--- src/rtl/spi_pkg.sv ---
// spi_pkg: shared state encoding, divider floor and select-width helper for spi_master_n.
package spi_pkg;

    typedef enum logic [1:0] {IDLE, SETUP, XFER, HOLD} state_t;

    localparam int CLK_DIV_MIN = 2;

    function automatic int ss_width(input int n);
        return (n > 1) ? $clog2(n) : 1;
    endfunction

endpackage

--- src/rtl/spi_clk_gen.sv ---
// spi_clk_gen: half-period counter; emits a one-cycle tick every CLK_DIV enabled cycles.
module spi_clk_gen #(
    parameter int CLK_DIV = 25
) (
    input  logic clk_50mhz,
    input  logic reset,
    input  logic en_i,
    input  logic restart_i,
    output logic tick_o
);

    localparam int CW = $clog2(CLK_DIV);
    localparam logic [CW-1:0] TOP = CW'(CLK_DIV - 1);

    logic [CW-1:0] cnt_q, cnt_d;

    assign tick_o = en_i && (cnt_q == TOP);
    assign cnt_d  = (restart_i || tick_o) ? '0 : (en_i ? cnt_q + 1'b1 : cnt_q);

    always_ff @(posedge clk_50mhz or negedge reset) begin
        if (!reset) cnt_q <= '0;
        else        cnt_q <= cnt_d;
    end

endmodule

--- src/rtl/spi_master_n.sv ---
// spi_master_n: parametrised SPI master with runtime CPOL/CPHA, valid/ready request side
// and a one-cycle result pulse; all pins are registered.
module spi_master_n
    import spi_pkg::*;
#(
    parameter  int DATA_W  = 8,
    parameter  int NUM_SS  = 1,
    parameter  int CLK_DIV = 25,
    localparam int SS_W    = ss_width(NUM_SS)
) (
    input  logic              clk_50mhz,
    input  logic              reset,
    input  logic              tx_valid,
    output logic              tx_ready,
    input  logic [DATA_W-1:0] tx_data,
    input  logic [SS_W-1:0]   ss_sel,
    input  logic              cpol,
    input  logic              cpha,
    output logic              rx_valid,
    output logic [DATA_W-1:0] rx_data,
    output logic              busy,
    output logic              SCLK,
    output logic              MOSI,
    input  logic              MISO,
    output logic [NUM_SS-1:0] SS
);

    localparam int DIV = (CLK_DIV < CLK_DIV_MIN) ? CLK_DIV_MIN : CLK_DIV;
    localparam int EW  = $clog2(2 * DATA_W + 2);
    localparam logic [EW-1:0] LAST_EDGE = EW'(2 * DATA_W - 1);

    state_t            state_q, state_d;
    logic [DATA_W-1:0] tx_sr_q, tx_sr_d, rx_sr_q, rx_sr_d, rx_data_q, rx_data_d;
    logic [EW-1:0]     edge_q, edge_d;
    logic [NUM_SS-1:0] ss_q, ss_d;
    logic              sclk_q, sclk_d, mosi_q, mosi_d;
    logic              cpol_q, cpol_d, cpha_q, cpha_d;
    logic              rx_valid_q, rx_valid_d;
    logic              accept, tick, lead;

    assign tx_ready = (state_q == IDLE);
    assign accept   = tx_valid && tx_ready;
    // edge_q counts completed edges, so the upcoming edge is leading when it is even
    assign lead     = !edge_q[0];

    spi_clk_gen #(
        .CLK_DIV(DIV)
    ) u_clk_gen (
        .clk_50mhz(clk_50mhz),
        .reset    (reset),
        .en_i     (state_q != IDLE),
        .restart_i(accept),
        .tick_o   (tick)
    );

    always_comb begin
        state_d    = state_q;
        tx_sr_d    = tx_sr_q;
        rx_sr_d    = rx_sr_q;
        rx_data_d  = rx_data_q;
        edge_d     = edge_q;
        ss_d       = ss_q;
        sclk_d     = sclk_q;
        mosi_d     = mosi_q;
        cpol_d     = cpol_q;
        cpha_d     = cpha_q;
        rx_valid_d = 1'b0;
        case (state_q)
            IDLE: if (accept) begin
                state_d = SETUP;
                cpol_d  = cpol;
                cpha_d  = cpha;
                sclk_d  = cpol;
                edge_d  = '0;
                tx_sr_d = cpha ? tx_data : tx_data << 1;
                mosi_d  = !cpha && tx_data[DATA_W-1];
                for (int i = 0; i < NUM_SS; i++) ss_d[i] = (ss_sel != SS_W'(i));
            end
            SETUP, XFER: if (tick) begin
                state_d = (edge_q == LAST_EDGE) ? HOLD : XFER;
                sclk_d  = !sclk_q;
                edge_d  = edge_q + 1'b1;
                if (lead != cpha_q) rx_sr_d = {rx_sr_q[DATA_W-2:0], MISO};
                // CPHA=0 already presented the MSB, so its final trailing edge has nothing left to shift
                if (lead == cpha_q && (cpha_q || edge_q != LAST_EDGE)) begin
                    mosi_d  = tx_sr_q[DATA_W-1];
                    tx_sr_d = tx_sr_q << 1;
                end
            end
            HOLD: if (tick) begin
                state_d    = IDLE;
                ss_d       = '1;
                sclk_d     = cpol_q;
                mosi_d     = 1'b0;
                rx_data_d  = rx_sr_q;
                rx_valid_d = 1'b1;
            end
            default: state_d = IDLE;
        endcase
    end

    always_ff @(posedge clk_50mhz or negedge reset) begin
        if (!reset) begin
            state_q    <= IDLE;
            tx_sr_q    <= '0;
            rx_sr_q    <= '0;
            rx_data_q  <= '0;
            edge_q     <= '0;
            ss_q       <= '1;
            sclk_q     <= 1'b0;
            mosi_q     <= 1'b0;
            cpol_q     <= 1'b0;
            cpha_q     <= 1'b0;
            rx_valid_q <= 1'b0;
        end else begin
            state_q    <= state_d;
            tx_sr_q    <= tx_sr_d;
            rx_sr_q    <= rx_sr_d;
            rx_data_q  <= rx_data_d;
            edge_q     <= edge_d;
            ss_q       <= ss_d;
            sclk_q     <= sclk_d;
            mosi_q     <= mosi_d;
            cpol_q     <= cpol_d;
            cpha_q     <= cpha_d;
            rx_valid_q <= rx_valid_d;
        end
    end

    assign SS       = ss_q;
    assign SCLK     = sclk_q;
    assign MOSI     = mosi_q;
    assign rx_valid = rx_valid_q;
    assign rx_data  = rx_data_q;
    assign busy     = (state_q != IDLE) || rx_valid_q;

endmodule
--- config.mk ---
export PLATFORM = sky130hd
export DESIGN_NAME = spi_master_n
export DESIGN_NICKNAME = d
export VERILOG_FILES = /design/src/rtl/spi_pkg.sv /design/src/rtl/spi_clk_gen.sv /design/src/rtl/spi_master_n.sv
export SDC_FILE = /design/constraint.sdc
export NUM_CORES = 1
export LEC_CHECK = 0
export BUFFER_PORTS_ARGS = -buffer_cell sky130_fd_sc_hd__buf_4
export CAP_MARGIN = 20
export CORE_UTILIZATION = 60
export DETAILED_ROUTE_END_ITERATION = 8
export GPL_TIMING_DRIVEN = 0
export PLACE_DENSITY_LB_ADDON = 0.15
export SLEW_MARGIN = 20
export SYNTH_ARGS = -nofsm -noshare
export SYNTH_HDL_FRONTEND = slang
export SYNTH_SLANG_ARGS = --single-unit
--- constraint.sdc ---
create_clock -name clk_50mhz -period 3.2 [get_ports clk_50mhz]
set_input_delay 0.32 -clock clk_50mhz [delete_from_list [all_inputs] [get_ports clk_50mhz]]
set_output_delay 0.32 -clock clk_50mhz [all_outputs]
set_load 0.005 [all_outputs]
==> results by group <==
Floorplanning
  • Starting Density: around two thirds
  • Die Ht: 60.6 um
  • Site Rows: 20
  • CORE AREA: around 3200 um2
  • Die extent in x: roughly 61 um
  • Num ports: 29
  • Die ar.: 3670 um2

Global routing
  • Largest net degree at the start of global routing: 43
  • Total track usage: around a quarter
  • Global route overflow: 0
  • Initial antenna violation count: 0
  • First-pass GRT wire length: about 6300 um
  • Vias in the first global route: approximately 1.5k

Place
  • Placed Cells: 249
  • PortBufs: 27
  • DP Wirelength: between 2000 and 3000 um
  • Final Wtd Congestion: about 0.78

STA
  • Minimum clock period: approximately 2.3 ns
  • Final hold vios: 0
  • Worst-Margin Slew: between 0.6 and 0.7 ns
  • Fmax: 435 MHz
  • Clk_skew: between 0.01 and 0.015 ns
  • Final setup fails: 0
  • Final Max Tran Viols: 0
  • Slew margin rel.: 59.4%
  • RSZ-0062 raised after global routing: no
  • Part of the cycle the worst path needs: between 70% and 80%
  • Fin Setup TNS: 0 ns

Setup path
  • Crit path launch type: register
  • Crit path arrival time: 2.59 ns
  • Crit. End Element: register
  • Req. time, crit path: 3.49 ns
  • Crit path kind: register to register
  • Critical Path Fanout Max: 8

Outcome
  • Status: complete, no violations

Synth
  • Top area cells in the synthesized netlist: dfrtp_1 50%, mux2_2 11%, mux2i_1 4.4%, ha_1 4.3%, o221a_2 3.8%
  • EDFF count, synth: 0
  • Net count after synthesis: 200
  • Yosys cell types: 37
  • Leading area contributor after synthesis: dfrtp_1
  • Yosys warning count: 0
  • Syn Std Cell Area: 2060 um2
  • Register bit total from synthesis: 42
  • Synth Instances: 178
  • Most common cell in the netlist: dfrtp_1
  • Ys async rst share: 100%
  • List of most frequent post-synthesis cells: 41 x dfrtp_1, 20 x mux2_2, 18 x nand2_1
  • Ys flop type: dfrtp_1
  • Synth top area share: 49.8%
  • Post-synthesis sequential area ratio: between 50% and 60%
  • Syn avg cell area: 11.6 um2

Pwr
  • Max IR drop VDD: 418 uV
  • Switching Share: 34.5%
  • Clk network pwr share: between 10% and 20%
  • PwrDens: 661 nW/um2
  • Leak: 1.13 nW
  • Combinational share of power: 32.9%
  • Flop pwr share: 50.4%
  • Internal power: 1.03 mW
  • Total chip power: 1.58 mW
  • NetSw: 0.545 mW

Clock tree
  • Setup Buffers After CTS: 0
  • Root buf cell: clkbuf_4
  • Max clock buf depth: 2
  • Clk Latency, worst-skew pair: 0.36 ns
  • Num CTS Buffers: 5
  • CTS tree: yes
  • CTS resizes: 0
  • # hold bufs at CTS: 1
  • H-tree Lvls: 2
  • Clock sinks: 42
  • Clock-pin transition on the worst setup and hold timing paths: around 0.13 ns

Layout
  • Non-Filler Instances: 258
  • Final nets: 235
  • Synthesis-to-layout area growth: 15.9%
  • Share of cells above drive strength 1: between 30% and 40%
  • # diodes: 0

Drt
  • Via count: 1467
  • Initial DRC Count: 72
  • Drt wl/cell: 14.9 um
  • Residual DRC: 0
  • Via/cell ratio: 5.69
  • Post-route ant nets: 0
  • Final WL: around 3800 um
  • TritonRoute pass-1 iters: 4

Job
  • Max Cap Viol: 0

Hold path
  • Min-Delay Path Class: input pin to register
## final cells by class
type | count | area [um2]
inverters | 8 | 30.0
clock inverters | 3 | 21.3
clock buffers | 5 | 37.5
plain buffers | 6 | 33.8
fillers | 230 | 767
flip-flops and latches | 42 | 1050
multi-input cells | 122 | 943
well taps | 44 | 55.1
repair buffers | 28 | 213
## worst max-delay path, cell delays in order, from the launching register on
cell	delay [ns]
dfrtp_1	0.48
ha_1	0.25
and3_1	0.19
ha_1	0.21
or3b_1	0.39
nand3_2	0.11
nor3b_4	0.37
o221a_2	0.25
## cells in the final DEF (no fill, tap or decap), types with 2 or more instances in the layout
master	n
xnor2_1	2
mux2_2	20
and3_1	2
nand3_2	2
nand3_1	5
o22a_1	2
nand2_1	18
xor2_1	3
o221a_2	7
buf_2	3
a21oi_1	6
mux2i_1	9
dfrtp_1	41
buf_4	29
a2bb2oi_1	2
clkbuf_4	5
ha_1	7
o21ai_0	9
nand2b_1	3
inv_1	8
nor2_1	9
nor2b_1	2
## flip-flops by register name, summed over array words and instances, names as in the netlist
name             cells
cpha_q               1
edge_q               5
u_clk_gen.cnt_q      5
rx_data              8
SCLK                 1
rx_sr_q              8
MOSI                 1
state_q              2
cpol_q               1
rx_valid             1
tx_sr_q              8
SS                   1
## layer usage
metal  wire [um]  share of wire, %  track usage (%)  vias up
met1        1600                42             28.2      723
met2        1990                52             41.6       38
met4          85               2.2             11.7        0
met3         165               4.3             6.18        9
met5           0                 0                0        -
li1            -                 -                -      697
## kinds of logic (layout without fill, tap and decap cells)
| family | Yosys count | in the layout | share of synthesized area, % |
|---|---|---|---|
| XOR/XNOR | 5 | 5 | 2.13 |
| buffers and inverters | 14 | 50 | 3.10 |
| AND/OR/NAND/NOR | 50 | 50 | 13.2 |
| multiplexers | 29 | 29 | 15.3 |
| AO/OA/AOI/OAI | 31 | 31 | 10.9 |
| flip-flops | 42 | 42 | 51.1 |
| adder cells (fa/ha/maj) | 7 | 7 | 4.25 |
## per-stage QoR
step	cell area, um2	hold slack [ns]	utilization (%)	worst slack (ns)
2_1_floorplan	2060	0.0244	-	1.18
3_3_place_gp	2320	0.323	73.5	1.00
3_5_place_dp	2320	0.330	73.5	0.934
4_1_cts	2390	0.192	75.7	0.905
5_1_grt	2390	0.186	75.7	0.740
6_report	2390	0.202	75.7	0.901
## power by group through the flow
stage | sequential [mW] | combinational [mW] | clock (mW)
4_1_cts | 0.794 | 0.525 | 0.269
3_3_place_gp | 0.788 | 0.491 | 0
3_5_place_dp | 0.803 | 0.523 | 0
5_1_grt | 0.814 | 0.593 | 0.287
2_1_floorplan | 0.772 | 0.387 | 0
6_report | 0.795 | 0.519 | 0.263
## path summary, 6_finish.rpt
check | to | slack, ns | from | cells after the start
setup reg to reg | tx_sr_q[3] | 0.90 | edge_q[0] | 7
min in group asynchronous | edge_q[3] | 0.47 | reset | 2
setup / recovery | tx_sr_q[3] | 0.90 | edge_q[0] | 7
max in group asynchronous | SS | 2.35 | reset | 2
hold / removal | cpol_q | 0.20 | cpol | 2
hold reg to reg | rx_sr_q[7] | 0.52 | rx_sr_q[7] | 1
Power figures use the tool's default switching activity.
